===== config.mk =====
export PLATFORM = sky130hd
export DESIGN_NAME = barcode_tx
export DESIGN_NICKNAME = d
export VERILOG_FILES = /design/src/rtl/barcode_pkg.sv /design/src/rtl/barcode_cell_timer.sv /design/src/rtl/barcode_tx.sv
export SDC_FILE = /design/constraint.sdc
export NUM_CORES = 1
export LEC_CHECK = 0
export CORE_MARGIN = 3
export CORE_UTILIZATION = 55
export DETAILED_ROUTE_END_ITERATION = 8
export PLACE_DENSITY = 0.76
export SYNTH_ARGS = -nofsm -noshare
export SYNTH_HDL_FRONTEND = slang
export SYNTH_SLANG_ARGS = --single-unit

===== constraint.sdc =====
create_clock -name clk -period 6.7 [get_ports clk]
set_input_delay 1.34 -clock clk [delete_from_list [all_inputs] [get_ports clk]]
set_output_delay 1.34 -clock clk [all_outputs]
set_load 0.02 [all_outputs]

===== src/rtl/barcode_pkg.sv =====
// Shared constants and types for the single-wire barcode transmitter.
// Optional feature: define BARCODE_PARITY_EN to append an odd-parity cell.
package barcode_pkg;

  localparam int PERIOD_W   = 22;
  localparam int ID_W       = 8;
  localparam int MIN_PERIOD = 16;

  // Low-time fractions of a cell, as right shifts of the period.
  localparam int START_SH = 1;  // start cell: P/2
  localparam int ONE_SH   = 2;  // data 1: P/4 ; data 0: P/2 + P/4

`ifdef BARCODE_PARITY_EN
  localparam int PAR_CELLS = 1;
`else
  localparam int PAR_CELLS = 0;
`endif

  typedef enum logic [1:0] {
    ST_IDLE = 2'd0,
    ST_LOW  = 2'd1,
    ST_HIGH = 2'd2,
    ST_DONE = 2'd3
  } state_e;

  // Short periods would collapse the quarter-cell phases, so raise them.
  function automatic logic [PERIOD_W-1:0] clamp_period(input logic [PERIOD_W-1:0] p);
    return (p < PERIOD_W'(MIN_PERIOD)) ? PERIOD_W'(MIN_PERIOD) : p;
  endfunction

endpackage


===== src/rtl/barcode_cell_timer.sv =====
// Per-cell cycle counter with low-phase and cell-end compares.
module barcode_cell_timer #(
  parameter int PERIOD_W = 22
) (
  input  logic                clk,
  input  logic                rst_n,
  input  logic                cell_start,
  input  logic                run,
  input  logic [PERIOD_W-1:0] low_last,
  input  logic [PERIOD_W-1:0] cell_last,
  output logic                low_end,
  output logic                cell_end
);

  logic [PERIOD_W-1:0] cnt_q, cnt_d;

  // Clear at every cell start, count while a frame is on the wire.
  always_comb begin
    cnt_d = cnt_q;
    if (cell_start)
      cnt_d = '0;
    else if (run)
      cnt_d = cnt_q + 1'b1;
  end

  // Counter register.
  always_ff @(posedge clk) begin
    if (!rst_n)
      cnt_q <= '0;
    else
      cnt_q <= cnt_d;
  end

  // Thresholds arrive pre-decremented so these fire on the last cycle of a phase.
  assign low_end  = (cnt_q == low_last);
  assign cell_end = (cnt_q == cell_last);

endmodule


===== src/rtl/barcode_tx.sv =====
// Barcode transmitter: start cell + ID_W data cells (MSB first), pulse-width coded.
// Optional feature: BARCODE_PARITY_EN adds an odd-parity cell after the data.
module barcode_tx #(
  parameter int PERIOD_W = barcode_pkg::PERIOD_W,
  parameter int ID_W     = barcode_pkg::ID_W
) (
  input  logic                clk,
  input  logic                rst_n,
  input  logic [PERIOD_W-1:0] period,
  input  logic                send,
  input  logic [ID_W-1:0]     station_ID,
  output logic                BC,
  output logic                BC_done,
  output logic                busy
);
  import barcode_pkg::*;

  localparam int N_CELLS = ID_W + 1 + PAR_CELLS;
  localparam int SH_W    = ID_W + PAR_CELLS;
  localparam int CI_W    = $clog2(N_CELLS);

  state_e              state_q, state_d;
  logic                bc_q, bc_d;
  logic                done_q, done_d;
  logic                busy_q, busy_d;
  logic [SH_W-1:0]     sh_q, sh_d;
  logic [CI_W-1:0]     cell_idx_q, cell_idx_d;
  logic [PERIOD_W-1:0] per_last_q, per_last_d;
  logic [PERIOD_W-1:0] lo_start_q, lo_start_d;
  logic [PERIOD_W-1:0] lo_one_q, lo_one_d;
  logic [PERIOD_W-1:0] lo_zero_q, lo_zero_d;

  logic                accept, cell_start, run, low_end, cell_end;
  logic [PERIOD_W-1:0] p_clamp, low_last;
  logic [SH_W-1:0]     sh_load;

  assign p_clamp = clamp_period(period);

`ifdef BARCODE_PARITY_EN
  assign sh_load = {station_ID, ~^station_ID};
`else
  assign sh_load = station_ID;
`endif

  // Low-phase length for the cell in flight: start cell or current data/parity bit.
  assign low_last = (cell_idx_q == '0)   ? lo_start_q :
                    sh_q[SH_W-1]         ? lo_one_q   : lo_zero_q;

  // DONE also accepts so a held send starts the next frame right after the pulse.
  assign accept = send && (state_q == ST_IDLE || state_q == ST_DONE);
  assign run    = (state_q == ST_LOW) || (state_q == ST_HIGH);

  barcode_cell_timer #(.PERIOD_W(PERIOD_W)) u_timer (
    .clk       (clk),
    .rst_n     (rst_n),
    .cell_start(cell_start),
    .run       (run),
    .low_last  (low_last),
    .cell_last (per_last_q),
    .low_end   (low_end),
    .cell_end  (cell_end)
  );

  // Next-state and registered-output logic for the frame sequencer.
  always_comb begin
    state_d    = state_q;
    bc_d       = bc_q;
    done_d     = 1'b0;
    busy_d     = busy_q;
    sh_d       = sh_q;
    cell_idx_d = cell_idx_q;
    per_last_d = per_last_q;
    lo_start_d = lo_start_q;
    lo_one_d   = lo_one_q;
    lo_zero_d  = lo_zero_q;
    cell_start = 1'b0;

    unique case (state_q)
      ST_IDLE: ;
      ST_LOW: begin
        if (low_end) begin
          state_d = ST_HIGH;
          bc_d    = 1'b1;
        end
      end
      ST_HIGH: begin
        if (cell_end) begin
          if (cell_idx_q == CI_W'(N_CELLS - 1)) begin
            state_d = ST_DONE;
            done_d  = 1'b1;
          end else begin
            if (cell_idx_q != '0)
              sh_d = sh_q << 1;
            cell_idx_d = cell_idx_q + 1'b1;
            cell_start = 1'b1;
            state_d    = ST_LOW;
            bc_d       = 1'b0;
          end
        end
      end
      ST_DONE: begin
        state_d = ST_IDLE;
        busy_d  = 1'b0;
      end
      default: state_d = ST_IDLE;
    endcase

    // Latch period-derived thresholds once per frame; all fit in PERIOD_W bits.
    if (accept) begin
      per_last_d = p_clamp - 1'b1;
      lo_start_d = (p_clamp >> START_SH) - 1'b1;
      lo_one_d   = (p_clamp >> ONE_SH) - 1'b1;
      lo_zero_d  = (p_clamp >> START_SH) + (p_clamp >> ONE_SH) - 1'b1;
      sh_d       = sh_load;
      cell_idx_d = '0;
      cell_start = 1'b1;
      state_d    = ST_LOW;
      bc_d       = 1'b0;
      busy_d     = 1'b1;
    end
  end

  // State register; reset forces the line idle and suppresses any done pulse.
  always_ff @(posedge clk) begin
    if (!rst_n) begin
      state_q    <= ST_IDLE;
      bc_q       <= 1'b1;
      done_q     <= 1'b0;
      busy_q     <= 1'b0;
      sh_q       <= '0;
      cell_idx_q <= '0;
      per_last_q <= '0;
      lo_start_q <= '0;
      lo_one_q   <= '0;
      lo_zero_q  <= '0;
    end else begin
      state_q    <= state_d;
      bc_q       <= bc_d;
      done_q     <= done_d;
      busy_q     <= busy_d;
      sh_q       <= sh_d;
      cell_idx_q <= cell_idx_d;
      per_last_q <= per_last_d;
      lo_start_q <= lo_start_d;
      lo_one_q   <= lo_one_d;
      lo_zero_q  <= lo_zero_d;
    end
  end

  assign BC      = bc_q;
  assign BC_done = done_q;
  assign busy    = busy_q;

endmodule

== Word-level counts from Yosys, hierarchy flattened ==
Cells that the tools add are included.

* Register bits: 127
* Input port bits: 33
* Output and inout bits: 3
* Logic and storage cells: 80

* Add/sub/neg operators: 7
* $lt $le $gt $ge: 1
* Eq/ne operators: 12
* Mux-type cells: 25
* Bitwise gates (word level): 2
* Reductions and logical operators: 21

{| class="wikitable"
|+ Operators by type and width
! operator !! number
|-
| two-way mux 22 bit || 3
|-
| equality test 22 bit || 2
|-
| subtractor 22 x 1 -> 22 bit, second input constant || 2
|-
| two-way mux 8 bit || 5
|-
| adder 21 x 20 -> 22 bit || 1
|-
| adder 22 x 1 -> 22 bit, second input constant || 1
|-
| < comparator 22 x 5 -> 1 bit, second input constant || 1
|-
| subtractor 21 x 1 -> 22 bit, second input constant || 1
|-
| subtractor 20 x 1 -> 21 bit, second input constant || 1
|-
| two-way mux 1 bit || 12
|-
| AND reduction 3 bit || 4
|-
| != test 3 bit, second input constant || 3
|-
| AND reduction 4 bit || 2
|-
| nonzero test 2 bit || 4
|-
| nonzero test 4 bit || 2
|-
| two-way mux 2 bit || 3
|-
| != test 2 bit, second input constant || 3
|-
| case mux 2 bit (3 select lines) || 1
|-
| nonzero test 3 bit || 2
|-
| adder 4 x 1 -> 4 bit, second input constant || 1
|-
| equality test 2 bit, second input constant || 2
|-
| equality test 4 bit, second input constant || 1
|-
| zero test 4 bit || 1
|-
| OR reduction 2 bit || 2
|-
| other kinds (6) || 8
|}

== Logic depth before layout (Yosys ltp) ==
* Depth after elaboration: 6
* Mapped depth: 16
* Depth with buffers taken out: 15

== Modules after synthesis ==
A second synthesis with hierarchy kept.

* Cells, all modules: 1032
* Area, all modules: 8154.1 sq um

{| class="wikitable"
|+ Modules (own cells, without submodules)
! module !! times used !! cells an instance !! area an instance (sq um) !! seq. area each (sq um)
|-
| barcode_tx || 1 || 852 || 6641.4 || 2062.0
|-
| barcode_cell_timer || 1 || 180 || 1512.7 || 440.4
|}

== Least setup slack after synthesis ==
Ideal clock, no wire load.

* Kind: input to register
* From: input port period[9]
* To: register lo_zero_q[16]
* Library setup time: 0.070 ns
* Arrival time: 4.882 ns
* Data required time: 6.630 ns
* Path slack: 1.748 ns
* Stages on the path: 15
* Path buffers: 1
* Cells stage by stage: clkbuf_1 > nor4_1 > nand3_1 > o21ai_0 > ha_1 > inv_1 > ha_1 > a21o_1 > a21o_1 > a2111oi_1 > nor4_1 > a2111oi_0 > o31a_1 > o21ai_0 > a21oi_1

* Longest elaborated chain between the ends: 4

{| class="wikitable"
|+ RTL lines
! item !! line !! source
|-
| start: declaration || barcode_tx.sv:9 || <nowiki>input logic [PERIOD_W-1:0] period,</nowiki>
|-
| < comparator 22 x 5 -> 1 bit || barcode_pkg.sv:28 || <nowiki>return (p < PERIOD_W'(MIN_PERIOD)) ? PERIOD_W'(MIN_PERIOD) : p;</nowiki>
|-
| two-way mux 22 bit (*) || barcode_pkg.sv:28 ||
|-
| adder 21 x 20 -> 22 bit (*) || barcode_tx.sv:113 || <nowiki>lo_zero_d = (p_clamp >> START_SH) + (p_clamp >> ONE_SH) - 1'b1;</nowiki>
|-
| subtractor 22 x 1 -> 22 bit (*) || barcode_tx.sv:113 ||
|-
| end signal: assignment || barcode_tx.sv:146 || <nowiki>lo_zero_q <= lo_zero_d;</nowiki>
|-
| end: declaration || barcode_tx.sv:31 || <nowiki>logic [PERIOD_W-1:0] lo_zero_q, lo_zero_d;</nowiki>
|}

Mark *: on every way between the ends. The rest lies on a longest branch, timed or not.
A chain may end at the register's enable or synchronous reset.

== Final worst setup path ==
* From: input port period[17]
* To: register lo_zero_q[16]

Same word-level chain as after synthesis.

==> run_results.csv <==
group,metric,value,unit
cts,h-tree-depth,4,
detailed_routing,antenna_left,0,
detailed_routing,drc,0,
timing,hold_viol,0,
detailed_routing,via_per_inst,5.73,
hold_path,worstHoldEndpoint,"lo_zero_q[19]",
synthesis,netlist.area_leader.share,31.7,%
synthesis,synth-seq-cells,125,
worst_setup_path,r2r_cells,11,
timing,skew,0.00574,ns
timing,setup_tns,0,ns
worst_setup_path,path_max_fanout,6,
detailed_routing,num_vias,6699,
detailed_routing,drtIter0Drc,683,
cells_and_area,layout_commonest_cell,"dfxtp_1",
hold_path,hold_path.startpoint,"lo_zero_q[19]",
timing,layout_min_cycle_time,5.80,ns
power_and_ir_drop,intPower,1990,µW
power_and_ir_drop,pwr-share-comb,32.7,%
placement,place_ws,0.530,ns
cts,cts_buffers,17,
synthesis,netlist_top_cells_area,"dfxtp_1, xnor2_1, ha_1",
cts,cts_hold_buf,0,
cells_and_area,final_nets,1060,
floorplan,initial_core_util,56.4,%
worst_setup_path,regToRegStartpoint,"cell_idx_q[0]",
grt,antenna_found_initial,0,
worst_setup_path,critPathRequiredTime,6.97,ns
cts,post_cts_buffers,0,
cells_and_area,diodes,0,
placement,place_inst,1137,
worst_setup_path,reg2reg_slack,3.42,ns
cells_and_area,mostFrequentLayoutCells,"dfxtp_1, nor2_1, nand2_1",
timing,tightest_slew,0.883,ns
timing,clock.fmax,173,MHz
worst_setup_path,start_kind,"input pin",
power_and_ir_drop,p_per_area,337,nW/µm²
cells_and_area,num-fill-cells,1210,
placement,gp_routability_congestion,0.968,
grt,grt_max_degree,79,
synthesis,netlist_instances,964,
grt,grt.total_usage,26.2,%
timing,slew_headroom,41.1,%
floorplan,die_x,126,µm
power_and_ir_drop,ir_drop,0.212,mV
detailed_routing,wl_per_cell,17.5,µm
placement,place.port_buffers,35,
synthesis,avgSynthCellArea,8.19,µm²
floorplan,rows,43,
synthesis,syn-num-nets,1048,
power_and_ir_drop,clockPowerShare,32.5,%
power_and_ir_drop,cellLeakagePower,0.00362,µW
cells_and_area,instances_no_fill,1169,
hold_path,whs_path_depth,2,
floorplan,coreArea,14000,µm²
cts,cts_resized,0,
synthesis,synth-async-reset-ratio,0,%
grt,first_global_vias,6343,
power_and_ir_drop,seq_power_share,34.8,%
timing,slew_viol_final,0,
hold_path,hold_path_class,"register to register",
cts,cts_root_buf,"clkbuf_16",
floorplan,dieHeight,126,µm
flow_run,maxCapViolations,0,
power_and_ir_drop,p_sw,1030,µW
timing,fin_ws,0.904,ns
cells_and_area,multi_input_area,4930,µm²
synthesis,synth_edf_count,0,
synthesis,synth_cell_types,59,
timing,setup_viol_count_final,0,
synthesis,synth_top_area_cell,"dfxtp_1",
synthesis,synth_ff_type,"dfxtp_1",
cts,clockBufferDepth,2,
grt,grt-ovfl-total,0,
cells_and_area,ff_latch_area,2500,µm²
worst_setup_path,r2r_end,"state_q[1]",
outcome,status,"finished, final reports clean",
detailed_routing,first_pass_iters,5,
cells_and_area,synthToLayoutAreaGrowth,13.6,%
synthesis,ys_seq_area_share,31.7,%
grt,grt_pass1_wl,33.0,mm
worst_setup_path,path_class,"input pin to register",
worst_setup_path,critPathCaptureType,"register",
timing,rsz0062_at_grt,"no",
cts,clock_latency,0.43,ns
detailed_routing,wirelength,20.4,mm
cts,clk_pin_slew,0.06,ns
cts,cts_tree,"done",
worst_setup_path,cp.arrival,6.07,ns
synthesis,ys_warn_count,0,
synthesis,synth_area,7900,µm²
cells_and_area,drive_gt1_share,6.57,%
timing,finalCritPeriodShare,86.5,%
cts,clock_sinks,125,
floorplan,ios,36,
power_and_ir_drop,switching_share,34.1,%
floorplan,die_area,15800,µm²
placement,dpl.hpwl,14.8,mm
==> power groups by stage <==
stage,clock [µW],combinational (µW),sequential [µW]
finish,982,988,1050
floorplan,0,758,1030
CTS,988,984,1050
global route,1030,1100,1070
global placement,0,964,1060
detailed placement,0,977,1070
==> flip-flops by register name, indices dropped and copies added, names as in the netlist <==
signal,count
per_last_q,22
BC_done,1
lo_one_q,21
BC,1
lo_start_q,21
cell_idx_q,4
busy,1
lo_zero_q,22
u_timer.cnt_q,22
sh_q,8
state_q,2
==> area by class of cell <==
| type | count | area share [%] |
|---|---|---|
| clock buffers | 23 | 5.66 |
| clock inverters | 9 | 1.46 |
| inverters | 69 | 2.89 |
| multi-input cells | 720 | 55.0 |
| flip-flops and latches | 125 | 27.9 |
| well taps | 180 | 2.51 |
| repair buffers | 43 | 4.58 |
==> worst max-delay path, stage by stage <==
cell and delay (ns):
clkdlybuf4s50_1 0.54, nor4_1 0.27, nand3_1 0.27, o21ai_0 0.56
ha_1 0.36, inv_1 0.14, ha_1 0.29, a21o_1 0.15
a21o_1 0.20, a2111oi_1 0.69, nor4_1 0.25, a2111oi_0 0.61
nor4_1 0.14, o21ai_0 0.17, a21oi_1 0.08
==> metrics by stage <==
stage	cell area [µm²]	hold slack, ns	power [µW]	utilization [%]
floorplan	7900	0.421	1790	-
global placement	8330	0.432	2020	59.5
detailed placement	8330	0.436	2040	59.5
CTS	8970	0.452	3020	64.1
global route	8970	0.470	3200	64.1
finish	8970	0.450	3020	64.1
==> synth_stat cells, drive strengths merged, types with 2 or more instances <==
cell type	number
a211oi	58
a31o	2
a211o	2
and3	13
o211ai	3
clkbuf	42
a311oi	2
dfxtp	125
o31a	3
nor2	115
o32ai	2
nor3	20
a31oi	2
xor2	50
o21ai	35
nand2b	3
nor2b	3
and2	3
fa	2
inv	68
nand4	12
or2	2
mux2i	33
a21o	10
nand2	89
or3	2
nor3b	2
o21a	6
nor4	19
buf	8
nand3	25
ha	49
o31ai	3
xnor2	85
a2111oi	3
a21oi	33
mux2	16
==> cell families after synthesis <==
logic type	synth area share, %
AND/OR/NAND/NOR	18.1
XOR/XNOR	15.0
multiplexers	6.46
flip-flops	31.7
adder cells (fa/ha/maj)	8.27
AO/OA/AOI/OAI	14.6
buffers and inverters	5.88
==> metal layers <==
layer  global-route usage [%]  routed length (µm)  vias up
li1                         -                   -     3338
met1                     35.1                9550     3117
met2                     41.9                9360      191
met3                     5.05                 840       53
met4                     10.5                 669        0
met5                        0                   0        -
==> worst max-delay path by stage <==
stage	startpoint	to	slack, ns	cells after the start
floorplan	period[9]	lo_zero_q[16]	1.75	15
CTS	period[17]	lo_zero_q[16]	0.96	15
detailed placement	period[17]	lo_zero_q[16]	0.53	15
global route	period[17]	lo_zero_q[16]	0.62	15
finish	period[17]	lo_zero_q[16]	0.90	15
global placement	period[17]	lo_zero_q[16]	0.55	15
Power figures use the tool's default switching activity.
